### src/rtl/psum_accum_pp_pkg.sv
// rtl/psum_accum_pp_pkg.sv - shared types and helpers for the ping-pong psum accumulator
package psum_accum_pp_pkg;

  typedef enum logic [1:0] {ACC1, ACCN, FLUSH, SWAP} acc_state_e;

  typedef enum logic {BANK_PING = 1'b0, BANK_PONG = 1'b1} bank_e;

  // Width that holds NPE PE values plus the fed-back psum without overflow.
  function automatic int sum_width(input int dwidth, input int npe);
    return dwidth + $clog2(npe + 1);
  endfunction

  function automatic bank_e other_bank(input bank_e b);
    return (b == BANK_PING) ? BANK_PONG : BANK_PING;
  endfunction

endpackage

### src/rtl/psum_accum_pp_if.sv
// rtl/psum_accum_pp_if.sv - PE-side, drain-side and status signals of the accumulator (PSUM_SAT_EN adds sat_hit)
interface psum_accum_pp_if #(
  parameter int DWIDTH = 32,
  parameter int NPE    = 3
);
  logic                    data_valid;
  logic                    in_ready;
  logic                    ic_done;
  logic                    oc_done;
  logic [NPE*DWIDTH-1:0]   pe_data;
  logic                    result_valid;
  logic                    result_ready;
  logic [DWIDTH-1:0]       result;
  logic                    acc_bank;
  logic                    err_ovf;
  logic                    err_unf;
  logic                    err_clr;
`ifdef PSUM_SAT_EN
  logic                    sat_hit;
`endif

  modport master (
    output data_valid, ic_done, oc_done, pe_data, result_ready, err_clr,
`ifdef PSUM_SAT_EN
    input  sat_hit,
`endif
    input  in_ready, result_valid, result, acc_bank, err_ovf, err_unf
  );

  modport slave (
    input  data_valid, ic_done, oc_done, pe_data, result_ready, err_clr,
`ifdef PSUM_SAT_EN
    output sat_hit,
`endif
    output in_ready, result_valid, result, acc_bank, err_ovf, err_unf
  );

endinterface

### src/rtl/psum_accum_pp_addtree.sv
// rtl/psum_accum_pp_addtree.sv - NPE-input plus psum adder with ADD_LAT pipeline (PSUM_SAT_EN saturates)
module psum_accum_pp_addtree
  import psum_accum_pp_pkg::*;
#(
  parameter int DWIDTH  = 32,
  parameter int NPE     = 3,
  parameter int ADD_LAT = 2
) (
  input  logic                  clk,
  input  logic                  rstn,
  input  logic                  in_valid,
  input  logic [NPE*DWIDTH-1:0] pe_data,
  input  logic [DWIDTH-1:0]     psum_in,
  output logic                  out_valid,
`ifdef PSUM_SAT_EN
  output logic                  out_sat,
`endif
  output logic [DWIDTH-1:0]     out_data
);
  // Wrapping arithmetic modulo 2**DWIDTH gives the same low bits as the
  // full-precision tree, so the wide tree is only built when saturating.
`ifdef PSUM_SAT_EN
  localparam int SW = sum_width(DWIDTH, NPE);
`else
  localparam int SW = DWIDTH;
`endif

  logic [SW-1:0]     sum_full;
  logic [DWIDTH-1:0] sum_res;

  // Sign-extend every operand to the tree width and add them up.
  always_comb begin
    sum_full = SW'($signed(psum_in));
    for (int i = 0; i < NPE; i++) begin
      sum_full = sum_full + SW'($signed(pe_data[i*DWIDTH +: DWIDTH]));
    end
  end

`ifdef PSUM_SAT_EN
  logic               sum_sat;
  logic [ADD_LAT-1:0] sat_q;

  // Clamp when the bits above the DWIDTH sign bit disagree with the true sign.
  always_comb begin
    sum_sat = (sum_full[SW-1:DWIDTH-1] != {(SW-DWIDTH+1){sum_full[SW-1]}});
    if (!sum_sat)            sum_res = sum_full[DWIDTH-1:0];
    else if (sum_full[SW-1]) sum_res = {1'b1, {(DWIDTH-1){1'b0}}};
    else                     sum_res = {1'b0, {(DWIDTH-1){1'b1}}};
  end

  // Saturation flag travels alongside its sum.
  always_ff @(posedge clk or negedge rstn) begin
    if (!rstn) begin
      sat_q <= '0;
    end else begin
      sat_q[0] <= sum_sat;
      for (int i = 1; i < ADD_LAT; i++) sat_q[i] <= sat_q[i-1];
    end
  end

  assign out_sat = out_valid && sat_q[ADD_LAT-1];
`else
  assign sum_res = sum_full;
`endif

  logic [ADD_LAT-1:0]             vld_q;
  logic [ADD_LAT-1:0][DWIDTH-1:0] dat_q;

  // Delay line so the result reaches the bank exactly ADD_LAT cycles after acceptance.
  always_ff @(posedge clk or negedge rstn) begin
    if (!rstn) begin
      vld_q <= '0;
      dat_q <= '0;
    end else begin
      vld_q[0] <= in_valid;
      dat_q[0] <= sum_res;
      for (int i = 1; i < ADD_LAT; i++) begin
        vld_q[i] <= vld_q[i-1];
        dat_q[i] <= dat_q[i-1];
      end
    end
  end

  assign out_valid = vld_q[ADD_LAT-1];
  assign out_data  = dat_q[ADD_LAT-1];

endmodule

### src/rtl/syncfifo.sv
// rtl/syncfifo.sv - single-clock FIFO with first-word fall-through read data
module syncfifo #(
  parameter int DWIDTH = 32,
  parameter int AWIDTH = 4
) (
  input  logic              clk,
  input  logic              rstn,
  input  logic              wr_en,
  input  logic [DWIDTH-1:0] wr_data,
  input  logic              rd_en,
  output logic [DWIDTH-1:0] rd_data,
  output logic              full,
  output logic              empty
);
  localparam int DEPTH = 1 << AWIDTH;

  logic [DWIDTH-1:0] mem_q [DEPTH];
  logic [AWIDTH:0]   wr_ptr_q;
  logic [AWIDTH:0]   rd_ptr_q;

  assign empty   = (wr_ptr_q == rd_ptr_q);
  assign full    = (wr_ptr_q[AWIDTH] != rd_ptr_q[AWIDTH]) &&
                   (wr_ptr_q[AWIDTH-1:0] == rd_ptr_q[AWIDTH-1:0]);
  assign rd_data = mem_q[rd_ptr_q[AWIDTH-1:0]];

  // Storage array; contents are discarded logically by the pointer reset.
  always_ff @(posedge clk) begin
    if (wr_en && !full) mem_q[wr_ptr_q[AWIDTH-1:0]] <= wr_data;
  end

  // Pointer update; writes to a full FIFO and reads of an empty one are ignored.
  always_ff @(posedge clk or negedge rstn) begin
    if (!rstn) begin
      wr_ptr_q <= '0;
      rd_ptr_q <= '0;
    end else begin
      if (wr_en && !full)  wr_ptr_q <= wr_ptr_q + 1'b1;
      if (rd_en && !empty) rd_ptr_q <= rd_ptr_q + 1'b1;
    end
  end

endmodule

### src/rtl/psum_accum_pp.sv
// rtl/psum_accum_pp.sv - ping-pong partial-sum accumulator top (PSUM_SAT_EN enables saturation and sat_hit)
module psum_accum_pp
  import psum_accum_pp_pkg::*;
#(
  parameter int DWIDTH  = 32,
  parameter int AWIDTH  = 4,
  parameter int NPE     = 3,
  parameter int ADD_LAT = 2
) (
  input  logic           clk,
  input  logic           rstn,
  psum_accum_pp_if.slave bus
);
  localparam int WAIT_W = $clog2(ADD_LAT + 1);

  acc_state_e        state_q;
  logic [WAIT_W-1:0] wait_q;
  logic              in_ready_q;
  bank_e             acc_bank_q;
  logic              err_ovf_q;
  logic              err_unf_q;

  logic              acc_sel;
  logic              drain_sel;
  logic              accept;
  logic              fb_ok;
  logic              fb_pop;
  logic              unf_evt;
  logic              ovf_evt;
  logic              drain_pop;
  logic [DWIDTH-1:0] psum_in;
  logic              sum_valid;
  logic [DWIDTH-1:0] sum_data;

  logic [1:0]        bank_wr;
  logic [1:0]        bank_rd_en;
  logic [1:0]        bank_full;
  logic [1:0]        bank_empty;
  logic [DWIDTH-1:0] bank_rd [2];

  assign acc_sel   = (acc_bank_q == BANK_PONG);
  assign drain_sel = ~acc_sel;
  assign accept    = bus.data_valid && in_ready_q;

  // Later passes take the accumulating bank's head as psum; an empty bank contributes zero.
  assign fb_ok     = (state_q == ACCN) && !bank_empty[acc_sel];
  assign fb_pop    = accept && fb_ok;
  assign unf_evt   = accept && (state_q == ACCN) && bank_empty[acc_sel];
  assign psum_in   = fb_ok ? bank_rd[acc_sel] : '0;
  assign ovf_evt   = sum_valid && bank_full[acc_sel];
  assign drain_pop = !bank_empty[drain_sel] && bus.result_ready;

  psum_accum_pp_addtree #(
    .DWIDTH  (DWIDTH),
    .NPE     (NPE),
    .ADD_LAT (ADD_LAT)
  ) u_addtree (
    .clk       (clk),
    .rstn      (rstn),
    .in_valid  (accept),
    .pe_data   (bus.pe_data),
    .psum_in   (psum_in),
    .out_valid (sum_valid),
`ifdef PSUM_SAT_EN
    .out_sat   (bus.sat_hit),
`endif
    .out_data  (sum_data)
  );

  // Route accumulation traffic to one bank and drain traffic to the other.
  always_comb begin
    bank_wr               = '0;
    bank_rd_en            = '0;
    bank_wr[acc_sel]      = sum_valid && !bank_full[acc_sel];
    bank_rd_en[acc_sel]   = fb_pop;
    bank_rd_en[drain_sel] = drain_pop;
  end

  for (genvar b = 0; b < 2; b++) begin : g_bank
    syncfifo #(
      .DWIDTH (DWIDTH),
      .AWIDTH (AWIDTH)
    ) u_fifo (
      .clk     (clk),
      .rstn    (rstn),
      .wr_en   (bank_wr[b]),
      .wr_data (sum_data),
      .rd_en   (bank_rd_en[b]),
      .rd_data (bank_rd[b]),
      .full    (bank_full[b]),
      .empty   (bank_empty[b])
    );
  end

  // Pass controller: stalls input while sums are in flight and swaps banks once the drain side is empty.
  always_ff @(posedge clk or negedge rstn) begin
    if (!rstn) begin
      state_q    <= ACC1;
      wait_q     <= '0;
      in_ready_q <= 1'b0;
      acc_bank_q <= BANK_PING;
    end else begin
      case (state_q)
        ACC1, ACCN: begin
          if (!in_ready_q) begin
            if (wait_q > WAIT_W'(1)) begin
              wait_q <= wait_q - WAIT_W'(1);
            end else begin
              wait_q     <= '0;
              in_ready_q <= 1'b1;
            end
          end else if (bus.oc_done) begin
            state_q    <= FLUSH;
            wait_q     <= WAIT_W'(ADD_LAT - 1);
            in_ready_q <= 1'b0;
          end else if (bus.ic_done) begin
            // Hold off the next pass until the last write of this one has landed.
            state_q    <= ACCN;
            wait_q     <= WAIT_W'(ADD_LAT);
            in_ready_q <= 1'b0;
          end
        end
        FLUSH: begin
          if (wait_q == '0) state_q <= SWAP;
          else              wait_q  <= wait_q - WAIT_W'(1);
        end
        SWAP: begin
          if (bank_empty[drain_sel]) begin
            acc_bank_q <= other_bank(acc_bank_q);
            state_q    <= ACC1;
            in_ready_q <= 1'b1;
          end
        end
        default: begin
          state_q    <= ACC1;
          in_ready_q <= 1'b0;
        end
      endcase
    end
  end

  // Sticky error flags; a new error in the same cycle as a clear keeps the flag set.
  always_ff @(posedge clk or negedge rstn) begin
    if (!rstn) begin
      err_ovf_q <= 1'b0;
      err_unf_q <= 1'b0;
    end else begin
      if (ovf_evt)          err_ovf_q <= 1'b1;
      else if (bus.err_clr) err_ovf_q <= 1'b0;
      if (unf_evt)          err_unf_q <= 1'b1;
      else if (bus.err_clr) err_unf_q <= 1'b0;
    end
  end

  assign bus.in_ready     = in_ready_q;
  assign bus.result_valid = !bank_empty[drain_sel];
  assign bus.result       = bank_empty[drain_sel] ? '0 : bank_rd[drain_sel];
  assign bus.acc_bank     = acc_sel;
  assign bus.err_ovf      = err_ovf_q;
  assign bus.err_unf      = err_unf_q;

endmodule

### src/flat_wrapper.sv
// flat-port wrapper written by rule: the top's interface ports become plain ports
module psum_accum_pp_flat import psum_accum_pp_pkg::*;
#(
  parameter int DWIDTH  = 32,
  parameter int AWIDTH  = 4,
  parameter int NPE     = 3,
  parameter int ADD_LAT = 2
)
  (clk, rstn, bus_data_valid, bus_ic_done, bus_oc_done, bus_pe_data, bus_result_ready, bus_err_clr, bus_in_ready, bus_result_valid, bus_result, bus_acc_bank, bus_err_ovf, bus_err_unf);
  psum_accum_pp_if #(.DWIDTH(DWIDTH), .NPE(NPE)) bus_i ();
  input  logic clk;
  input  logic rstn;
  input wire logic [$bits(bus_i.data_valid)-1:0] bus_data_valid;
  input wire logic [$bits(bus_i.ic_done)-1:0] bus_ic_done;
  input wire logic [$bits(bus_i.oc_done)-1:0] bus_oc_done;
  input wire logic [$bits(bus_i.pe_data)-1:0] bus_pe_data;
  input wire logic [$bits(bus_i.result_ready)-1:0] bus_result_ready;
  input wire logic [$bits(bus_i.err_clr)-1:0] bus_err_clr;
  output wire logic [$bits(bus_i.in_ready)-1:0] bus_in_ready;
  output wire logic [$bits(bus_i.result_valid)-1:0] bus_result_valid;
  output wire logic [$bits(bus_i.result)-1:0] bus_result;
  output wire logic [$bits(bus_i.acc_bank)-1:0] bus_acc_bank;
  output wire logic [$bits(bus_i.err_ovf)-1:0] bus_err_ovf;
  output wire logic [$bits(bus_i.err_unf)-1:0] bus_err_unf;
  assign bus_i.data_valid = bus_data_valid;
  assign bus_i.ic_done = bus_ic_done;
  assign bus_i.oc_done = bus_oc_done;
  assign bus_i.pe_data = bus_pe_data;
  assign bus_i.result_ready = bus_result_ready;
  assign bus_i.err_clr = bus_err_clr;
  assign bus_in_ready = bus_i.in_ready;
  assign bus_result_valid = bus_i.result_valid;
  assign bus_result = bus_i.result;
  assign bus_acc_bank = bus_i.acc_bank;
  assign bus_err_ovf = bus_i.err_ovf;
  assign bus_err_unf = bus_i.err_unf;
  psum_accum_pp #(.DWIDTH(DWIDTH), .AWIDTH(AWIDTH), .NPE(NPE), .ADD_LAT(ADD_LAT)) u_core (.clk(clk), .rstn(rstn), .bus(bus_i));
endmodule
### config.mk
export PLATFORM = sky130hd
export DESIGN_NAME = psum_accum_pp_flat
export DESIGN_NICKNAME = d
export VERILOG_FILES = /design/src/rtl/psum_accum_pp_pkg.sv /design/src/rtl/psum_accum_pp_if.sv /design/src/rtl/psum_accum_pp_addtree.sv /design/src/rtl/syncfifo.sv /design/src/rtl/psum_accum_pp.sv /design/src/flat_wrapper.sv
export SDC_FILE = /design/constraint.sdc
export NUM_CORES = 1
export LEC_CHECK = 0
export ABC_CLOCK_PERIOD_IN_PS = 5400
export CAP_MARGIN = 5
export CELL_PAD_IN_SITES_DETAIL_PLACEMENT = 2
export CELL_PAD_IN_SITES_GLOBAL_PLACEMENT = 2
export CORE_AREA = 2 2 333 335
export DETAILED_ROUTE_END_ITERATION = 10
export DIE_AREA = 0 0 335 337
export PLACE_DENSITY_LB_ADDON = 0.1
export SYNTH_ARGS = -nofsm -noshare
export SYNTH_HDL_FRONTEND = slang
export SYNTH_HIERARCHICAL = 1
export SYNTH_SLANG_ARGS = --single-unit
### constraint.sdc
create_clock -name clk -period 5.4 [get_ports clk]
set_input_delay 0.81 -clock clk [delete_from_list [all_inputs] [get_ports clk]]
set_output_delay 0.81 -clock clk [all_outputs]
set_load 0.02 [all_outputs]
======== Word-level counts from Yosys, hierarchy flattened ========
Memory sizes are Yosys's and may differ from the RTL's.
Index checks and enable logic that the tools add are counted.
storage, ports and cells
  word-level logic and storage cells ...... 129
  output and inout bits ................... 37
  memories ................................ 2
  RAM bits ................................ 1024
  input bits .............................. 103
  flip-flop bits (word level) ............. 94
memory list
  name                           depth  width  rd ports  clocked after memory_dff  write ports  line            text
  u_core.g_bank[0].u_fifo.mem_q  16     32     1         0                         1            syncfifo.sv:17  logic [DWIDTH-1:0] mem_q [DEPTH];
  u_core.g_bank[1].u_fifo.mem_q  16     32     1         0                         1            syncfifo.sv:17
cells by class
  magnitude comparators ................... 7
  bitwise gates (word level) .............. 5
  add/subtract/negate cells ............... 8
  eq/ne operators ......................... 15
  reduce and logical (&&, ||, !) cells .... 34
  multiplexer cells ....................... 45
operators by type and width
  operator                                                                      count
  32-bit two-way mux                                                            8
  32-bit adder                                                                  3
  1-bit two-way mux                                                             21
  5-bit by 1-bit adder with 5-bit output, second input constant                 4
  2-bit two-way mux                                                             10
  1-bit logical AND                                                             16
  5-bit equality test                                                           2
  4-bit equality test                                                           2
  2-bit nonzero test                                                            4
  1-bit logical NOT                                                             7
  2-bit by 1-bit != test with 1-bit output, second input constant               3
  2-bit one-hot mux with 3 select lines                                         1
  2-bit AND                                                                     2
  2-bit equality test, second input constant                                    2
  2-bit greater-or-equal comparator, second input constant                      2
  2-bit logical NOT                                                             2
  1-bit by 2-bit less-than comparator with 1-bit output, second input constant  2
  4-bit != test, second input constant                                          1
  1-bit NOT with 2-bit output                                                   2
  2-bit one-hot mux with 2 select lines                                         1
  2-bit AND reduction                                                           2
  4-bit AND reduction                                                           1
  3-bit != test, second input constant                                          1
  3-bit AND reduction                                                           1
  other kinds (11)                                                              14

======== Longest topological paths before layout ========
  word-level depth ........................ 10
  gate-level depth with buffers ........... 23
  gate-level depth less buffers ........... 18

======== By module ========
The synthesis kept the hierarchy.
modules (own cells, without submodules)
  module                               instances  cells each  sequential area each (um^2)  area each (um^2)
  syncfifo at u_core.g_bank[0].u_fifo  1          862         15625.0                      19936.6
  syncfifo at u_core.g_bank[1].u_fifo  1          864         15625.0                      19830.3
  psum_accum_pp_addtree                1          570         1651.6                       5509.0
  psum_accum_pp                        1          204         200.2                        1534.0

======== Worst setup path before layout ========
No wires, ideal clock.
  kind .................................... flip-flop to flip-flop
  start ................................... reg u_core.g_bank[0].u_fifo.wr_ptr_q[3]
  end ..................................... mem u_core.g_bank[0].u_fifo.mem_q[1][0] (enable)
  stages on the path, launching flop included .. 10
  period minus slack after synthesis ...... 5.427 ns
  data arrival time ....................... 4.926 ns
  required time ........................... 4.898 ns
  buffers on the path ..................... 3
  setup slack ............................. -0.027 ns
  library setup time ...................... 0.502 ns
  cell sequence ........................... dfrtp_1 buf_4 xnor2_1 nand4_1 buf_4 nor2_2 buf_2 nor3b_1 nand2_1 nor4_1
on the way
  longest elaborated chain between the ends .. 10
  elaborated cells between the ends (all ways) .. 11
  classes of those cells .................. 1 x eq/ne; 4 x mux; 1 x bitwise; 5 x reduce/logical
RTL lines
  what                                                   line                 text
  start: declaration                                     syncfifo.sv:18       logic [AWIDTH:0] wr_ptr_q;
  start signal: assignment                               syncfifo.sv:37       if (wr_en && !full) wr_ptr_q <= wr_ptr_q + 1'b1;
  4-bit equality test                                    syncfifo.sv:23       (wr_ptr_q[AWIDTH-1:0] == rd_ptr_q[AWIDTH-1:0]);
  1-bit logical AND                                      syncfifo.sv:22       assign full = (wr_ptr_q[AWIDTH] != rd_ptr_q[AWIDTH]) &&
  net u_core.bank_full[0]                                psum_accum_pp.sv:37  logic [1:0] bank_full;
  1-bit two-way mux (implied by the code) (2 in series)  psum_accum_pp.sv:74  bank_wr[acc_sel] = sum_valid && !bank_full[acc_sel];
  1-bit logical NOT                                      psum_accum_pp.sv:74
  1-bit logical AND                                      psum_accum_pp.sv:74
  2-bit AND (no source line)                             n/a
  net u_core.bank_wr[0]                                  psum_accum_pp.sv:35  logic [1:0] bank_wr;
  1-bit logical AND                                      syncfifo.sv:28       if (wr_en && !full) mem_q[wr_ptr_q[AWIDTH-1:0]] <= wr_data;
  1-bit two-way mux                                      syncfifo.sv:28
  1-bit two-way mux (implied by the code)                syncfifo.sv:28
  end: declaration                                       syncfifo.sv:17
The timed path passes the listed nets, and every way through them passes these cells. The select of a mux whose other input is x is not followed.

==> impl_metrics.tcl <==
set metrics [dict create \
    clock.fmax_mhz 189 \
    grt.overflow.total 0 \
    synth_flop_cell "edfxtp_1" \
    synth_commonest_cells "edfxtp_1, mux4_2, inv_1" \
    min_path_type "primary input to asynchronous set/reset pin" \
    status "finished, final reports clean" \
    yosys.area.top_type "edfxtp_1" \
    firstDrtPassIters 7 \
    port_buffers 139 \
    yosys.area_share.adder 0.0385 \
    syn_area_sq_um 46800 \
    routedWlPerCell_microns 32.4 \
    slew_viol_final 0 \
    maxSlewHeadroom 0.169 \
    cts_buffers 116 \
    final-setup-viol-count 0 \
    grt_usage 0.253 \
    grt_pass1_vias 27983 \
    drive_above_1_share 0.288 \
    synth_xor_area_frac 0.0105 \
    synth-seq-cells 1118 \
    finalWorstSetupSlack_ns 0.120 \
    antenna-diode-count 0 \
    synthCells 2500 \
    synth_edf_count 1024 \
    rsz0062_at_grt "true" \
    dpl-instance-area_sq_um 51500 \
    tns_ns 0 \
    fin_worst_skew_ns 0.0203 \
    final_core_util 0.515 \
    hold_ws_ns 0.0803 \
    rows 122 \
    root_buffer "clkbuf_16" \
    crit_path_start_kind "flip-flop" \
    start_util 0.427 \
    ant_nets 0 \
    yosysWarnings 6 \
    cp.arrival_ns 5.87 \
    avgSynthCellArea_sq_um 18.7 \
    synth-seq-area-share 0.707 \
    vias_per_cell 5.76 \
    die_y_microns 337 \
    fin_area_sq_um 56400 \
    clk_pin_slew_ns 0.06 \
    dp_hpwl_mm 89.9 \
    rrSetupSlack_ns 0.12 \
    io_pins 140 \
    min_period_over_period 0.978 \
    antenna_found_initial 2 \
    cap_violations 0 \
    p_leak_nw 19.5 \
    tritoncts "done" \
    fin_nets 3103 \
    yosysUniqueCellTypes 71 \
    end_kind "flip-flop" \
    synth_top_family_by_area "multiplexers" \
    place.gp.congestion 0.842 \
    insertion_delay_ns 0.72 \
    vias 25460 \
    worstPathMaxFanout 8 \
    synth-compound-area-share 0.0387 \
    min_period_ns 5.28 \
    cts_hold_buffers 0 \
    die_w_microns 335 \
    tightest_slew_ns 1.25 \
    grt_pass1_wl_mm 203 \
    power.density_nw_per_um2 703 \
    dieArea_sq_um 113000 \
    grt_max_degree 51 \
    syn-num-nets 2710 \
    htree_num_levels 3 \
    postSynth.asyncResetShare 0.0841 \
    finalHoldViolations 0 \
    critPathKind "flip-flop to flip-flop" \
    synth_mux_area_frac 0.142 \
    synth.most_common_cell "edfxtp_1" \
    yosys.area_share.simple 0.0268 \
    routed_wl_mm 143 \
    synth_top_area_share 0.657 \
    dp_slack_ns -0.315 \
    irDropWorstVdd_mv 0.630 \
    syn_to_final_growth_pct 20.6 \
    drcViolationCount 0 \
    drt_iter0_markers 2315 \
    crit_required_ns 5.99 \
    clk_path_buf_depth 3 \
    clkSinkCount 1118 \
    core-area_sq_um 110000 \
    synth_area_leaders "edfxtp_1, mux4_2, dfrtp_1, fa_1, inv_1" \
]
==> placed cells by master (no fill, tap or decap), types with 24 or more instances in the layout <==
master,synthesis,routed
a21oi_1,39,31
a22oi_1,64,41
buf_12,6,32
buf_4,43,236
clkbuf_1,49,33
clkbuf_16,0,119
clkdlybuf4s50_1,0,138
dfrtp_1,94,88
edfxtp_1,1024,1024
fa_1,62,60
ha_1,45,32
inv_1,189,187
mux2i_1,68,58
mux4_2,235,235
nand2_1,65,41
nand2_2,0,24
nor2_1,138,116
o22ai_1,66,64
xnor2_1,45,45
==> final cells by class <==
type	count	area [sq um]
Clock buffer	154	3100
Clock inverter	64	644
Fill cell	9560	53200
Inverter	189	709
Multi-Input combinational cell	1042	12800
Sequential cell	1118	33100
Tap cell	1426	1780
Timing Repair Buffer	426	4240
==> layer usage <==
| metal | GRT usage | up-vias | share of wire |
|---|---|---|---|
| met4 | 0.0714 | 2 | 0.028 |
| li1 | - | 10568 | - |
| met3 | 0.0340 | 182 | 0.049 |
| met1 | 0.353 | 13926 | 0.43 |
| met5 | 0 | - | 0.000091 |
| met2 | 0.419 | 782 | 0.50 |
==> flip-flops by register name, summed over array words and instances, names as in the netlist <==
signal and cells:
u_core/bus.err_unf 1, u_core/bus.acc_bank 1, u_core/u_addtree/vld_q 2, u_core/wait_q 2, u_core/g_bank.u_fifo/mem_q 1024, u_core/bus.err_ovf 1, u_core/g_bank.u_fifo/rd_ptr_q 10, u_core/u_addtree/out_data 32
u_core/u_addtree/dat_q 32, u_core/g_bank.u_fifo/wr_ptr_q 10, u_core/state_q 2, u_core/bus.in_ready 1
==> report_power, final <==
part	total [W]	leakage, nW	internal [W]	switching [W]
sequential	0.0130	10.3	0.0114	0.00162
combinational	0.0187	7.39	0.00856	0.0101
clock	0.00800	1.83	0.00456	0.00345
==> kinds of logic (layout without fill, tap and decap cells) <==
group	count (synthesis)	after routing
flip-flops	1118	1118
adder cells (fa/ha/maj)	107	107
AND/OR/NAND/NOR	282	282
XOR/XNOR	55	55
buffers and inverters	340	833
AO/OA/AOI/OAI	262	262
multiplexers	336	336
==> path summary, 6_finish.rpt <==
path | startpoint | cells past startpoint | to
max in group asynchronous | rstn | 2 | u_core/u_addtree/dat_q[22]
setup / recovery | u_core/g_bank[1].u_fifo/rd_ptr_q[0] | 19 | u_core/u_addtree/dat_q[27]
setup reg to reg | u_core/g_bank[1].u_fifo/rd_ptr_q[0] | 19 | u_core/u_addtree/dat_q[27]
hold reg to reg | u_core/u_addtree/dat_q[5] | 0 | u_core/u_addtree/out_data[5]
hold / removal | rstn | 1 | u_core/g_bank[1].u_fifo/wr_ptr_q[0]
min in group clk | u_core/u_addtree/dat_q[5] | 0 | u_core/u_addtree/out_data[5]
==> what timing repair did <==
action	in CTS	in global routing
resized for setup	35	116
setup endpoints to repair	13	16
gates cloned	4	3
buffers inserted	10	27
pin swaps	2	39
==> worst max-delay path, cell delays in order (launching register included) <==
cell and delay (ns):
dfrtp_4 0.59, buf_12 0.19, buf_4 0.12, mux4_2 0.49, a22oi_2 0.15, nand2_2 0.13, mux2i_2 0.20, nor2_1 0.08
fa_1 0.51, fa_1 0.43, ha_2 0.22, fa_2 0.40, a21o_1 0.21, a221oi_4 0.36, o21bai_4 0.17, buf_4 0.17
a21boi_4 0.21, o22ai_4 0.12, a2111oi_4 0.30, nor3_1 0.08
==> stage by stage <==
stage / total power [W] / instances
after floorplan: 0.0217 / 2500
after global placement: 0.0293 / 4157
after detailed placement: 0.0301 / 4157
after CTS: 0.0386 / 4389
after global routing: 0.0416 / 4419
final: 0.0397 / 4419
No activity file was read; power rests on OpenSTA's default activity.
